`src/rtl/multiway_traffic_controller_pkg.sv`:
```
// rtl/multiway_traffic_controller_pkg.sv - shared light/phase encodings and parameter defaults
package multiway_traffic_controller_pkg;

   localparam int DEF_NUM_WAYS     = 4;
   localparam int DEF_MIN_GREEN    = 5;
   localparam int DEF_MAX_GREEN    = 20;
   localparam int DEF_YELLOW_TIME  = 3;
   localparam int DEF_ALL_RED_TIME = 1;

   typedef logic [2:0] light_t;

   localparam light_t LIGHT_RED    = 3'b100;
   localparam light_t LIGHT_YELLOW = 3'b010;
   localparam light_t LIGHT_GREEN  = 3'b001;

   localparam logic [1:0] PHASE_GREEN   = 2'b00;
   localparam logic [1:0] PHASE_YELLOW  = 2'b01;
   localparam logic [1:0] PHASE_ALL_RED = 2'b10;

endpackage

```
`src/rtl/multiway_traffic_controller_rr_next_way.sv`:
```
// rtl/multiway_traffic_controller_rr_next_way.sv - circular priority search starting after a given index
module rr_next_way
   import multiway_traffic_controller_pkg::*;
#(
   parameter int NUM_WAYS = DEF_NUM_WAYS,
   parameter int WAY_W    = $clog2(NUM_WAYS)
) (
   input  logic [WAY_W-1:0]    start,
   input  logic [NUM_WAYS-1:0] req,
   output logic [WAY_W-1:0]    next_way
);

   logic [WAY_W:0] idx;

   // Walk offsets from far to near so the nearest requester after start wins.
   always_comb begin
      next_way = start;
      idx      = '0;
      for (int k = NUM_WAYS; k >= 1; k--) begin
         idx = {1'b0, start} + (WAY_W+1)'(k);
         if (idx >= (WAY_W+1)'(NUM_WAYS)) begin
            idx = idx - (WAY_W+1)'(NUM_WAYS);
         end
         if (req[idx[WAY_W-1:0]]) begin
            next_way = idx[WAY_W-1:0];
         end
      end
   end

endmodule

```
`src/rtl/multiway_traffic_controller.sv`:
```
// rtl/multiway_traffic_controller.sv - round-robin multi-approach traffic light FSM
module multiway_traffic_controller
   import multiway_traffic_controller_pkg::*;
#(
   parameter int NUM_WAYS     = DEF_NUM_WAYS,
   parameter int MIN_GREEN    = DEF_MIN_GREEN,
   parameter int MAX_GREEN    = DEF_MAX_GREEN,
   parameter int YELLOW_TIME  = DEF_YELLOW_TIME,
   parameter int ALL_RED_TIME = DEF_ALL_RED_TIME
) (
   input  logic                        clock,
   input  logic                        clear_n,
   input  logic [NUM_WAYS-1:0]         sensor,
   output logic [3*NUM_WAYS-1:0]       lights,
   output logic [$clog2(NUM_WAYS)-1:0] active_way,
   output logic [1:0]                  phase,
   output logic [NUM_WAYS-1:0]         pending
);

   localparam int WAY_W   = $clog2(NUM_WAYS);
   localparam int TIMER_W = $clog2(MAX_GREEN + 1);

   localparam logic [TIMER_W-1:0] T_MIN_M1 = TIMER_W'(MIN_GREEN - 1);
   localparam logic [TIMER_W-1:0] T_MAX    = TIMER_W'(MAX_GREEN);
   localparam logic [TIMER_W-1:0] T_MAX_M1 = TIMER_W'(MAX_GREEN - 1);
   localparam logic [TIMER_W-1:0] T_YEL_M1 = TIMER_W'(YELLOW_TIME - 1);
   localparam logic [TIMER_W-1:0] T_AR_M1  = TIMER_W'(ALL_RED_TIME - 1);

   logic [1:0]          phase_q, phase_d;
   logic [WAY_W-1:0]    way_q, way_d;
   logic [WAY_W-1:0]    target_q, target_d;
   logic [TIMER_W-1:0]  timer_q, timer_d;
   logic [NUM_WAYS-1:0] pending_q, pending_d;
   logic [NUM_WAYS-1:0] way_mask, set_mask, clr_mask;
   logic [WAY_W-1:0]    rr_way;
   logic                others_pending;

   assign way_mask       = NUM_WAYS'(1) << way_q;
   assign others_pending = |(pending_q & ~way_mask);

   rr_next_way #(
      .NUM_WAYS (NUM_WAYS)
   ) u_rr_next_way (
      .start    (way_q),
      .req      (pending_q),
      .next_way (rr_way)
   );

   always_comb begin
      phase_d  = phase_q;
      way_d    = way_q;
      target_d = target_q;
      timer_d  = (timer_q == T_MAX) ? timer_q : timer_q + TIMER_W'(1);
      set_mask = (phase_q == PHASE_GREEN) ? (sensor & ~way_mask) : sensor;
      clr_mask = '0;
      case (phase_q)
         PHASE_GREEN: begin
            // The current approach keeps green while its own car is present, up to the cap.
            if (timer_q >= T_MIN_M1 && others_pending &&
                (!sensor[way_q] || timer_q >= T_MAX_M1)) begin
               phase_d  = PHASE_YELLOW;
               target_d = rr_way;
               timer_d  = '0;
            end
         end
         PHASE_YELLOW: begin
            if (timer_q >= T_YEL_M1) begin
               phase_d = PHASE_ALL_RED;
               timer_d = '0;
            end
         end
         PHASE_ALL_RED: begin
            if (timer_q >= T_AR_M1) begin
               phase_d  = PHASE_GREEN;
               way_d    = target_q;
               timer_d  = '0;
               clr_mask = NUM_WAYS'(1) << target_q;
            end
         end
         default: begin
            phase_d  = PHASE_GREEN;
            way_d    = '0;
            timer_d  = '0;
            clr_mask = NUM_WAYS'(1);
         end
      endcase
      pending_d = (pending_q | set_mask) & ~clr_mask;
   end

   always_ff @(posedge clock or negedge clear_n) begin
      if (!clear_n) begin
         phase_q   <= PHASE_GREEN;
         way_q     <= '0;
         target_q  <= '0;
         timer_q   <= '0;
         pending_q <= '0;
      end else begin
         phase_q   <= phase_d;
         way_q     <= way_d;
         target_q  <= target_d;
         timer_q   <= timer_d;
         pending_q <= pending_d;
      end
   end

   always_comb begin
      lights = '0;
      for (int i = 0; i < NUM_WAYS; i++) begin
         if (WAY_W'(i) == way_q && phase_q == PHASE_GREEN) begin
            lights[3*i +: 3] = LIGHT_GREEN;
         end else if (WAY_W'(i) == way_q && phase_q == PHASE_YELLOW) begin
            lights[3*i +: 3] = LIGHT_YELLOW;
         end else begin
            lights[3*i +: 3] = LIGHT_RED;
         end
      end
   end

   assign active_way = way_q;
   assign phase      = phase_q;
   assign pending    = pending_q;

endmodule

```
`config.mk`:
```
export PLATFORM = sky130hd
export DESIGN_NAME = multiway_traffic_controller
export DESIGN_NICKNAME = d
export VERILOG_FILES = /design/src/rtl/multiway_traffic_controller_pkg.sv /design/src/rtl/multiway_traffic_controller_rr_next_way.sv /design/src/rtl/multiway_traffic_controller.sv
export SDC_FILE = /design/constraint.sdc
export NUM_CORES = 1
export LEC_CHECK = 0
export BUFFER_PORTS_ARGS = -buffer_cell sky130_fd_sc_hd__buf_2
export CORE_MARGIN = 5
export CORE_UTILIZATION = 25
export DETAILED_ROUTE_END_ITERATION = 7
export HOLD_SLACK_MARGIN = 0.12
export PLACE_DENSITY = 0.57
export SETUP_SLACK_MARGIN = 0.4
export SLEW_MARGIN = 20
export SYNTH_ARGS = -nofsm -noshare
export SYNTH_HDL_FRONTEND = slang
export SYNTH_SLANG_ARGS = --single-unit
export TNS_END_PERCENT = 10
```
`constraint.sdc`:
```
create_clock -name clock -period 1.9 [get_ports clock]
set_input_delay 0.19 -clock clock [delete_from_list [all_inputs] [get_ports clock]]
set_output_delay 0.19 -clock clock [all_outputs]
set_load 0.02 [all_outputs]
```
==> qor.txt <==
outcome - completed
RSZ-0062 raised after global routing - yes
Layout area overhead - 37.6%
Placeable Area - 4260 µm²
fmax - 568 MHz
layout filler cell count - 452
most instantiated library cell after synthesis - dfrtp_1
type of destination of the critical path - flip-flop
Pins Over Slew Limit - 0
final hold vios - 0
port bufs - 25
largest fanout on the critical path - 6
drc violations - 0
gpl congestion - 0.768
share of layout cells above drive strength 1 - 37.9%
Peak VDD IR - 0.556 mV
Mapped Cells - 119
Int Power - 1.36 mW
worst slew pin tran - 358 ps
Post-Route WL - 2970 µm
worst skew pair latency - 250 ps
overall routing resource usage - 11.2%
worst hold stages - 3
global-route wire length before repair - 4910 µm
row count - 24
Total Die Area - 5750 µm²
vias per std cell - 4.76
asr flop ratio synth - 100%
kind of start point of the critical path - flip-flop
DRT antenna net count - 0
Power per Cell Area - 1670 nW/µm²
root buffer cell - clkbuf_8
Sink Count - 15
maxcap violations - 0
Power Total - 2.49 mW
prevailing post-synth register cell - dfrtp_1
CP required - 2030 ps
CTS tree - built
Setup TNS Final - 0 ps
WP data arrival - 1890 ps
mean post-synth cell area - 9.11 µm²
H-tree depth - 1
Synth area leaders - dfrtp_1 35%, ha_1 6.9%, nor2b_1 4.0%
multi-input logic area - 701 µm²
r2r startpoint - active_way[0]$_DFFE_PN0P_
Net Sw Frac - 45.4%
worst reg2reg endpoint - target_q[1]$_DFFE_PN0P_
clock skew - 4.70 ps
HP Class - input port to flip-flop
largest net degree at the start of global routing - 16
WHS - 229 ps
total net switching power - 1.13 mW
sequential share of the synthesized area - 34.6%
clock transition at the registers of the reported paths - 60 ps
Finish-stage setup viols - 0
Starting Density - 25.4%
nets - 174
Cell Area, Synth - 1080 µm²
top cells by count, synth - 15 x dfrtp_1, 10 x inv_1, 10 x nand2_1
overall via count from detail_route - 1,013
combinational share of power - 65.9%
Register Area - 378 µm²
Synth warnings - 0
hold path startpoint - sensor[2]
Register-to-Register Path Depth - 6
number of flops mapped to enable cells by yosys - 0
Tcrit/Tclk final - 92.6%
die width - 75.8 µm
initial antenna violation count - 0
clk buf depth - 2
DRT iter0 DRCs - 44
DIE HEIGHT - 75.8 µm
crit path time final - 1760 ps
normalized max-slew margin - 76.2%
Distinct cells, synth - 46
P_leak - 0.679 nW
clock share of power - 10.6%
post-place setup slack - 52.3 ps
DR pass1 iterations - 4
post-DP HPWL - 2290 µm
ANT cells - 0
worst setup margin - 140 ps
CTS Buf Count - 3
Critical path destination - target_q[1]$_DFFE_PN0P_
top cell type's share of synthesized area - 34.6%
CP startpoint - active_way[0]$_DFFE_PN0P_
reg2reg setup slack - 140 ps
WL/cell - 13.9 µm
Post-Syn Nets - 131
I/O pin total - 26
vias in the first global route - 998
#FFs+latches synth - 15
Congestion Overflow GR - 0
post-synth top area cell - dfrtp_1
Setup Crit Path Kind - flip-flop to flip-flop
register share of total power - 23.6%
==> power by group through the flow <==
| stage | registers, mW | logic, mW | clock network, mW |
|---|---|---|---|
| finish | 0.587 | 1.64 | 0.263 |
| detailed placement | 0.594 | 1.49 | 0 |
| global route | 0.610 | 1.81 | 0.282 |
| global placement | 0.593 | 1.50 | 0 |
| CTS | 0.587 | 1.65 | 0.275 |
| floorplan | 0.631 | 0.995 | 0 |
==> flip-flops by register name, indices dropped and copies added (netlist names) <==
signal and count:
active_way 2, pending 4, phase 2, target_q 2
timer_q 5
==> cell usage in the layout (no fill, tap or decap), types with 2 or more instances in the layout <==
master | Yosys | layout
buf_4 | 0 | 14
clkbuf_8 | 0 | 3
nand2_1 | 10 | 10
xnor2_1 | 4 | 4
dfrtp_1 | 15 | 13
or2_1 | 2 | 2
inv_4 | 0 | 2
o221ai_1 | 2 | 2
buf_2 | 2 | 25
ha_4 | 0 | 3
nand3_1 | 3 | 3
o22ai_1 | 2 | 2
dfrtp_2 | 0 | 2
nor2_1 | 9 | 9
a21oi_1 | 5 | 5
nand2b_1 | 4 | 4
and2_1 | 5 | 5
ha_1 | 6 | 3
o21ai_0 | 3 | 3
inv_1 | 10 | 8
nor2b_1 | 7 | 7
==> stage by stage <==
stage                     utilization, %  cell area [µm²]  std cells
final                               35.0             1490        213
after global placement              32.1             1370        203
after CTS                           35.0             1490        213
after detailed placement            32.1             1370        203
after global routing                35.0             1490        213
after floorplan                        -             1130        119
==> worst max-delay path: stages (launching register included) <==
cell     delay [ps]
dfrtp_2         480
inv_4           110
ha_4            130
nor2b_1          40
o41a_1          470
nand3_2         110
mux2_4          300
==> cell families (layout without fill, tap and decap cells) <==
kind of cell / Yosys count / in the layout / synth area share [%]
flip-flops: 15 / 15 / 34.6
AND/OR/NAND/NOR: 50 / 50 / 26.0
multiplexers: 4 / 4 / 5.43
XOR/XNOR: 4 / 4 / 3.23
adder cells (fa/ha/maj): 6 / 6 / 6.93
buffers and inverters: 13 / 55 / 4.73
AO/OA/AOI/OAI: 27 / 27 / 19.1
==> routing by layer <==
| layer | part of all wire, % | global-route usage, % | up-vias |
|---|---|---|---|
| li1 | - | - | 502 |
| met1 | 45 | 15.2 | 473 |
| met2 | 44 | 17.7 | 32 |
| met3 | 8.1 | 1.85 | 6 |
| met4 | 2.9 | 4.27 | 0 |
| met5 | 0 | 0 | - |
==> area by class of cell <==
class,instances,area share [%]
Tap cell,52,4.36
Sequential cell,15,25.3
Multi-Input combinational cell,91,47.0
Clock buffer,4,3.02
Timing Repair Buffer,41,17.4
Inverter,10,2.85
==> worst min-delay path by stage <==
stage | to
global route | pending[1]$_DFF_PN0_
detailed placement | timer_q[3]$_DFF_PN0_
CTS | pending[2]$_DFF_PN0_
floorplan | active_way[0]$_DFFE_PN0P_
global placement | timer_q[3]$_DFF_PN0_
finish | pending[2]$_DFF_PN0_
==> what timing repair did <==
action                                  CTS  global route
pin swaps                                 3             0
setup buffers                             5             0
endpoints found under the setup margin   17            18
hold buffers                              1             0
gates resized for setup                   4             0
endpoints found under the hold margin    15             0
(Power assumes the default switching activity.)
